## config.mk

```make
export PLATFORM = sky130hd
export DESIGN_NAME = fifo_rd_arbiter
export DESIGN_NICKNAME = d
export VERILOG_FILES = /design/src/rtl/fifo_rd_arbiter.sv
export SDC_FILE = /design/constraint.sdc
export NUM_CORES = 1
export LEC_CHECK = 0
export CORE_MARGIN = 5
export CORE_UTILIZATION = 45
export DETAILED_ROUTE_END_ITERATION = 7
export PLACE_DENSITY = 0.77
export RECOVER_POWER = 100
export SKIP_CTS_REPAIR_TIMING = 1
export SLEW_MARGIN = 20
export SYNTH_ARGS = -nofsm -noshare
export SYNTH_HDL_FRONTEND = slang
export SYNTH_SLANG_ARGS = --single-unit
```

## constraint.sdc

```tcl
create_clock -name rclk -period 4.7 [get_ports rclk]
set_clock_uncertainty 0.1 [all_clocks]
set_input_delay 0.47 -clock rclk [delete_from_list [all_inputs] [get_ports rclk]]
set_output_delay 0.47 -clock rclk [all_outputs]
set_load 0.02 [all_outputs]
```

## src/rtl/fifo_rd_arbiter.sv

```systemverilog
// Round-robin, burst-bounded scheduler for one async-FIFO read port; returns each popped word
// with its requester tag. Optional per-requester saturating pop counters when ARB_STATS_EN is defined.
module fifo_rd_arbiter #(
   parameter int NUM_REQ    = 4,
   parameter int DATA_WIDTH = 32,
   parameter int PIPE_READ  = 0,
   parameter int BURST_MAX  = 4,
   parameter int STALL_MAX  = 8,
   parameter int SOFT_RESET = 0
) (
   input  logic                       rclk,
   input  logic                       hw_rst_n,
   input  logic                       sw_rst,
   input  logic [NUM_REQ-1:0]         req,
   output logic [NUM_REQ-1:0]         gnt,
   input  logic                       rdempty,
   output logic                       rinc,
   input  logic [DATA_WIDTH-1:0]      rdata,
   output logic                       rvalid,
   output logic [$clog2(NUM_REQ)-1:0] rtag,
   output logic [DATA_WIDTH-1:0]      rdata_out,
   output logic                       busy
`ifdef ARB_STATS_EN
   ,
   output logic [NUM_REQ*16-1:0]      pop_cnt
`endif
);

   localparam int               TAG_W    = $clog2(NUM_REQ);
   localparam logic             SRST_EN  = (SOFT_RESET == 1) || (SOFT_RESET == 3);
   localparam logic             USE_S1   = (PIPE_READ != 0);
   localparam logic [TAG_W:0]   NREQ_W   = (TAG_W+1)'(NUM_REQ);
   localparam logic [TAG_W-1:0] LAST_IDX = TAG_W'(NUM_REQ - 1);
   localparam logic [4:0]       BURST_W  = 5'(BURST_MAX);
   localparam logic [7:0]       STALL_W  = 8'(STALL_MAX);
   localparam logic [NUM_REQ-1:0] ONE_HOT0 = NUM_REQ'(1);

   typedef enum logic [0:0] {ST_IDLE = 1'b0, ST_BURST = 1'b1} state_t;

   state_t                state_q, state_d;
   logic [TAG_W-1:0]      owner_q, owner_d;
   logic [TAG_W-1:0]      last_owner_q, last_owner_d;
   logic [4:0]            burst_cnt_q, burst_cnt_d;
   logic [7:0]            stall_cnt_q, stall_cnt_d;
   logic [1:0]            vld_q;
   logic [TAG_W-1:0]      tag0_q, tag1_q;
   logic                  rvalid_q;
   logic [TAG_W-1:0]      rtag_q;
   logic [DATA_WIDTH-1:0] rdata_q;

   logic                  srst_s;
   logic                  sel_found_s;
   logic [TAG_W-1:0]      sel_idx_s;
   logic                  fin_vld_s;
   logic [TAG_W-1:0]      fin_tag_s;
   logic                  tag_busy_s;

   assign srst_s = SRST_EN & sw_rst;

   // Round-robin search: first active requester after last_owner, wrapping.
   always_comb begin
      logic [TAG_W:0] cand_w;
      logic           hit;
      sel_found_s = 1'b0;
      sel_idx_s   = '0;
      cand_w      = '0;
      hit         = 1'b0;
      for (int k = 1; k <= NUM_REQ; k++) begin
         cand_w      = {1'b0, last_owner_q} + (TAG_W+1)'(k);
         cand_w      = (cand_w >= NREQ_W) ? (cand_w - NREQ_W) : cand_w;
         hit         = ~sel_found_s & req[cand_w[TAG_W-1:0]];
         sel_idx_s   = hit ? cand_w[TAG_W-1:0] : sel_idx_s;
         sel_found_s = sel_found_s | hit;
      end
   end

   // Next-state: arbitrate in IDLE, count pops/stalls and release the grant in BURST.
   always_comb begin
      state_d      = state_q;
      owner_d      = owner_q;
      last_owner_d = last_owner_q;
      burst_cnt_d  = burst_cnt_q;
      stall_cnt_d  = stall_cnt_q;
      case (state_q)
         ST_IDLE: begin
            if (sel_found_s && !rdempty) begin
               state_d     = ST_BURST;
               owner_d     = sel_idx_s;
               burst_cnt_d = 5'd0;
               stall_cnt_d = 8'd0;
            end else begin
               state_d = ST_IDLE;
            end
         end
         ST_BURST: begin
            if (!req[owner_q]) begin
               state_d      = ST_IDLE;
               last_owner_d = owner_q;
            end else if (!rdempty) begin
               burst_cnt_d = burst_cnt_q + 5'd1;
               stall_cnt_d = 8'd0;
               if (burst_cnt_d == BURST_W) begin
                  state_d      = ST_IDLE;
                  last_owner_d = owner_q;
               end else begin
                  state_d = ST_BURST;
               end
            end else begin
               stall_cnt_d = stall_cnt_q + 8'd1;
               if (stall_cnt_d == STALL_W) begin
                  state_d      = ST_IDLE;
                  last_owner_d = owner_q;
               end else begin
                  state_d = ST_BURST;
               end
            end
         end
         default: state_d = ST_IDLE;
      endcase
   end

   // Outputs: pops only while bursting and the FIFO has data, so no underflow is possible.
   always_comb begin
      rinc = 1'b0;
      case (state_q)
         ST_IDLE:  rinc = 1'b0;
         ST_BURST: rinc = req[owner_q] & ~rdempty;
         default:  rinc = 1'b0;
      endcase
      gnt  = rinc ? (ONE_HOT0 << owner_q) : '0;
      busy = (state_q == ST_BURST) | tag_busy_s;
   end

   // FSM and arbitration state registers.
   always_ff @(posedge rclk or negedge hw_rst_n) begin
      if (!hw_rst_n) begin
         state_q      <= ST_IDLE;
         owner_q      <= '0;
         last_owner_q <= LAST_IDX;
         burst_cnt_q  <= 5'd0;
         stall_cnt_q  <= 8'd0;
      end else if (srst_s) begin
         state_q      <= ST_IDLE;
         owner_q      <= '0;
         last_owner_q <= LAST_IDX;
         burst_cnt_q  <= 5'd0;
         stall_cnt_q  <= 8'd0;
      end else begin
         state_q      <= state_d;
         owner_q      <= owner_d;
         last_owner_q <= last_owner_d;
         burst_cnt_q  <= burst_cnt_d;
         stall_cnt_q  <= stall_cnt_d;
      end
   end

   // Stage 1 only participates when the memory read is pipelined.
   assign fin_vld_s  = USE_S1 ? vld_q[1] : vld_q[0];
   assign fin_tag_s  = USE_S1 ? tag1_q : tag0_q;
   assign tag_busy_s = USE_S1 ? (|vld_q) : vld_q[0];

   // Tag pipeline and registered return path; return data holds between valid beats.
   always_ff @(posedge rclk or negedge hw_rst_n) begin
      if (!hw_rst_n) begin
         vld_q    <= 2'b00;
         tag0_q   <= '0;
         tag1_q   <= '0;
         rvalid_q <= 1'b0;
         rtag_q   <= '0;
         rdata_q  <= '0;
      end else if (srst_s) begin
         vld_q    <= 2'b00;
         tag0_q   <= '0;
         tag1_q   <= '0;
         rvalid_q <= 1'b0;
         rtag_q   <= '0;
         rdata_q  <= '0;
      end else begin
         vld_q    <= {vld_q[0], rinc};
         tag0_q   <= owner_q;
         tag1_q   <= tag0_q;
         rvalid_q <= fin_vld_s;
         if (fin_vld_s) begin
            rdata_q <= rdata;
            rtag_q  <= fin_tag_s;
         end else begin
            rdata_q <= rdata_q;
            rtag_q  <= rtag_q;
         end
      end
   end

   assign rvalid    = rvalid_q;
   assign rtag      = rtag_q;
   assign rdata_out = rdata_q;

`ifdef ARB_STATS_EN
   for (genvar g = 0; g < NUM_REQ; g++) begin : g_stats
      logic [15:0] cnt_q;
      // Saturating pop counter for requester g.
      always_ff @(posedge rclk or negedge hw_rst_n) begin
         if (!hw_rst_n) begin
            cnt_q <= 16'd0;
         end else if (srst_s) begin
            cnt_q <= 16'd0;
         end else if (gnt[g] && (cnt_q != 16'hFFFF)) begin
            cnt_q <= cnt_q + 16'd1;
         end else begin
            cnt_q <= cnt_q;
         end
      end
      assign pop_cnt[16*g +: 16] = cnt_q;
   end
`endif

endmodule

```

==> impl_metrics.py <==
metrics = {
    "timing": {
        "worst_slew_pin_slew_ns": 2.91,
        "period_needed_ns": 3.41,
        "hold_viol": 0,
        "period_share": 0.726,
        "max_freq_ghz": 0.293,
        "setup_violations": 0,
        "slew_headroom": -0.937,
        "drv_slew": 93,
        "layout_setup_ws_ns": 1.29,
        "rsz0062_at_grt": "false",
        "fin_setup_tns_ns": 0,
    },
    "die": {
        "io_pins": 81,
        "die_h_um": 83.6,
        "start_util": 0.472,
        "num_rows": 26,
        "core_area_mm2": 0.00517,
        "die_w_um": 83.6,
        "die_area_mm2": 0.00699,
    },
    "synth": {
        "synth-edff-count": 0,
        "yosysWarningCount": 0,
        "ys_ff_latch": 56,
        "async_flop_share": 1.00,
        "syn_inst": 193,
        "avgSynthCellArea_um2": 12.6,
        "synth.distinct_cells": 41,
        "syn_nets": 236,
        "synth_ff_type": "dfrtp_1",
        "ys_seq_area_frac": 0.575,
        "syn_area_mm2": 0.00244,
    },
    "global_routing": {
        "grt_pass1_wl_um": 8470,
        "overflow": 0,
        "grt_use_total": 0.148,
        "antenna_found_initial": 0,
        "grt_pass1_vias": 1673,
        "grt_max_degree": 57,
    },
    "setup_path": {
        "worst-endpoint-arrival_ns": 2.84,
        "endpoint_kind": "primary output",
        "critPathMaxFanout": 7,
        "cp_slowest_cell": "dlygate4sd3_1",
        "crit_top_cell": "dlygate4sd3_1",
        "startpoint_type": "input port",
        "r2r_setup_slack_ns": 2.36,
        "crit_required_ns": 4.13,
        "crit_type": "input port to primary output",
        "crit_path_cell_trace": "dlygate4sd3_1 -> mux4_2 -> nand2_1 -> nor2_1 -> and3_1 -> dlygate4sd3_1",
        "critPathMaxStageDelay_ns": 0.65,
    },
    "route": {
        "vias_per_cell": 5.27,
        "antenna_left": 0,
        "firstDrtPassIters": 4,
        "via_count": 1818,
        "drc": 0,
        "drt-wirelength-per-cell_um": 14.8,
        "drtIter0Drc": 61,
        "wl_um": 5100,
    },
    "outcome": {
        "violations": "capacitance limit, slew limit",
        "outcome": "finished with violations",
    },
    "layout": {
        "final_cell_mix": "dfrtp_1, dlygate4sd3_1, clkdlybuf4s50_1, mux2_2, nand2_1",
        "n_antenna_cell": 0,
        "drive_gt1_frac": 0.182,
        "nets": 317,
        "syn_to_final_growth_pct": 36.9,
        "final_common_cell": "dfrtp_1",
        "fillers": 432,
    },
    "worst_hold_path": {
        "worst_hold_path_type": "flip-flop to flip-flop",
    },
    "pwr": {
        "powerDensity_mw_per_mm2": 595,
        "p_leak_nw": 1.43,
        "vdd_drop_max_v": 0.000248,
        "total_power_mw": 1.99,
    },
    "clock_tree": {
        "path_clk_slew_ns": 0.10,
        "cts_buffers": 5,
        "clockRootBuffer": "clkbuf_8",
        "clock_sinks": 56,
        "htreeDepth": 2,
        "cts_buffer_depth": 2,
        "cts_tree": "yes",
        "clock_latency_ns": 0.30,
    },
    "placed_design": {
        "hpwl_um": 3680,
        "pre_cts_ws_ns": 1.56,
        "io_buffers": 79,
        "place.gp.congestion": 0.800,
    },
    "run": {
        "maxCapViolCount": 2,
    },
}
worst paths after layout:
| path | startpoint | end | cells past startpoint |
|---|---|---|---|
| max | req[3] | gnt[3] | 6 |
| min | burst_cnt_q[4] | burst_cnt_q[4] | 1 |
| max reg2reg | vld_q[0] | rdata_out[14] | 2 |
| min reg2reg | burst_cnt_q[4] | burst_cnt_q[4] | 1 |
| max in group asynchronous | hw_rst_n | rdata_out[30] | 2 |
| min in group asynchronous | hw_rst_n | rdata_out[29] | 2 |
logic make-up after synthesis:
family	share of synthesized area
AO/OA/AOI/OAI	0.0815
multiplexers	0.179
buffers and inverters	0.0261
flip-flops	0.575
adder cells (fa/ha/maj)	0.0154
AND/OR/NAND/NOR	0.115
XOR/XNOR	0.00718
flip-flops by register name, summed over array words and instances, names as in the netlist, 2 cells and up:
| name | cells |
|---|---|
| rdata_out | 32 |
| stall_cnt_q | 8 |
| burst_cnt_q | 5 |
| owner_q | 2 |
| last_owner_q | 2 |
| fin_tag_s | 2 |
| rtag | 2 |
worst max-delay path, delay by kind of cell:
family | cells | cell delay (ns)
buf+inv | 2 | 1.26
simple gates | 3 | 0.58
mux | 1 | 0.53
power breakdown:
part,leakage (nW),total [mW],switching [mW],internal (mW)
Sequential,0.691,0.825,0.135,0.690
Clock,0.0445,0.267,0.147,0.120
Combinational,0.695,0.897,0.445,0.451
through the flow:
stage / hold WS (ns) / util / area [um^2] / cells
floorplan: 0.0744 / - / 2440 / 193
global placement: 0.358 / 0.633 / 3280 / 337
detailed placement: 0.369 / 0.633 / 3280 / 337
CTS: 0.215 / 0.651 / 3370 / 345
global route: 0.407 / 0.646 / 3340 / 345
finish: 0.383 / 0.646 / 3340 / 345
area by class of cell:
type | instances | area [um^2] | share of cell area
multi-input cells | 127 | 951 | 0.285
clock inverters | 1 | 7.51 | 0.00225
inverters | 3 | 11.3 | 0.00337
flip-flops and latches | 56 | 1400 | 0.420
well taps | 70 | 87.6 | 0.0262
repair buffers | 81 | 793 | 0.237
clock buffers | 7 | 86.3 | 0.0258
cells in the mapped netlist (2+ instances only):
| master | instances | area [um^2] |
|---|---|---|
| a31oi_1 | 4 | 25.0 |
| or2_2 | 2 | 12.5 |
| nand2b_1 | 3 | 18.8 |
| o31ai_1 | 2 | 15.0 |
| and3_1 | 5 | 31.3 |
| ha_1 | 3 | 37.5 |
| a21oi_1 | 5 | 25.0 |
| o21ai_1 | 9 | 45.0 |
| nand2_1 | 15 | 56.3 |
| mux2_1 | 2 | 22.5 |
| nor2_1 | 8 | 30.0 |
| nand3_1 | 6 | 30.0 |
| inv_1 | 3 | 11.3 |
| mux2_2 | 34 | 383 |
| clkbuf_1 | 3 | 11.3 |
| dfrtp_1 | 54 | 1350 |
| dfstp_2 | 2 | 52.6 |
| o21ai_0 | 7 | 35.0 |
| nor4b_1 | 2 | 17.5 |
| nor4_1 | 3 | 18.8 |
metal layers:
layer,global-route usage,share of wire
met1,0.202,0.46
met5,0,0
met3,0.0405,0.066
met2,0.232,0.46
met4,0.0395,0.011
(Power assumes the default switching activity.)
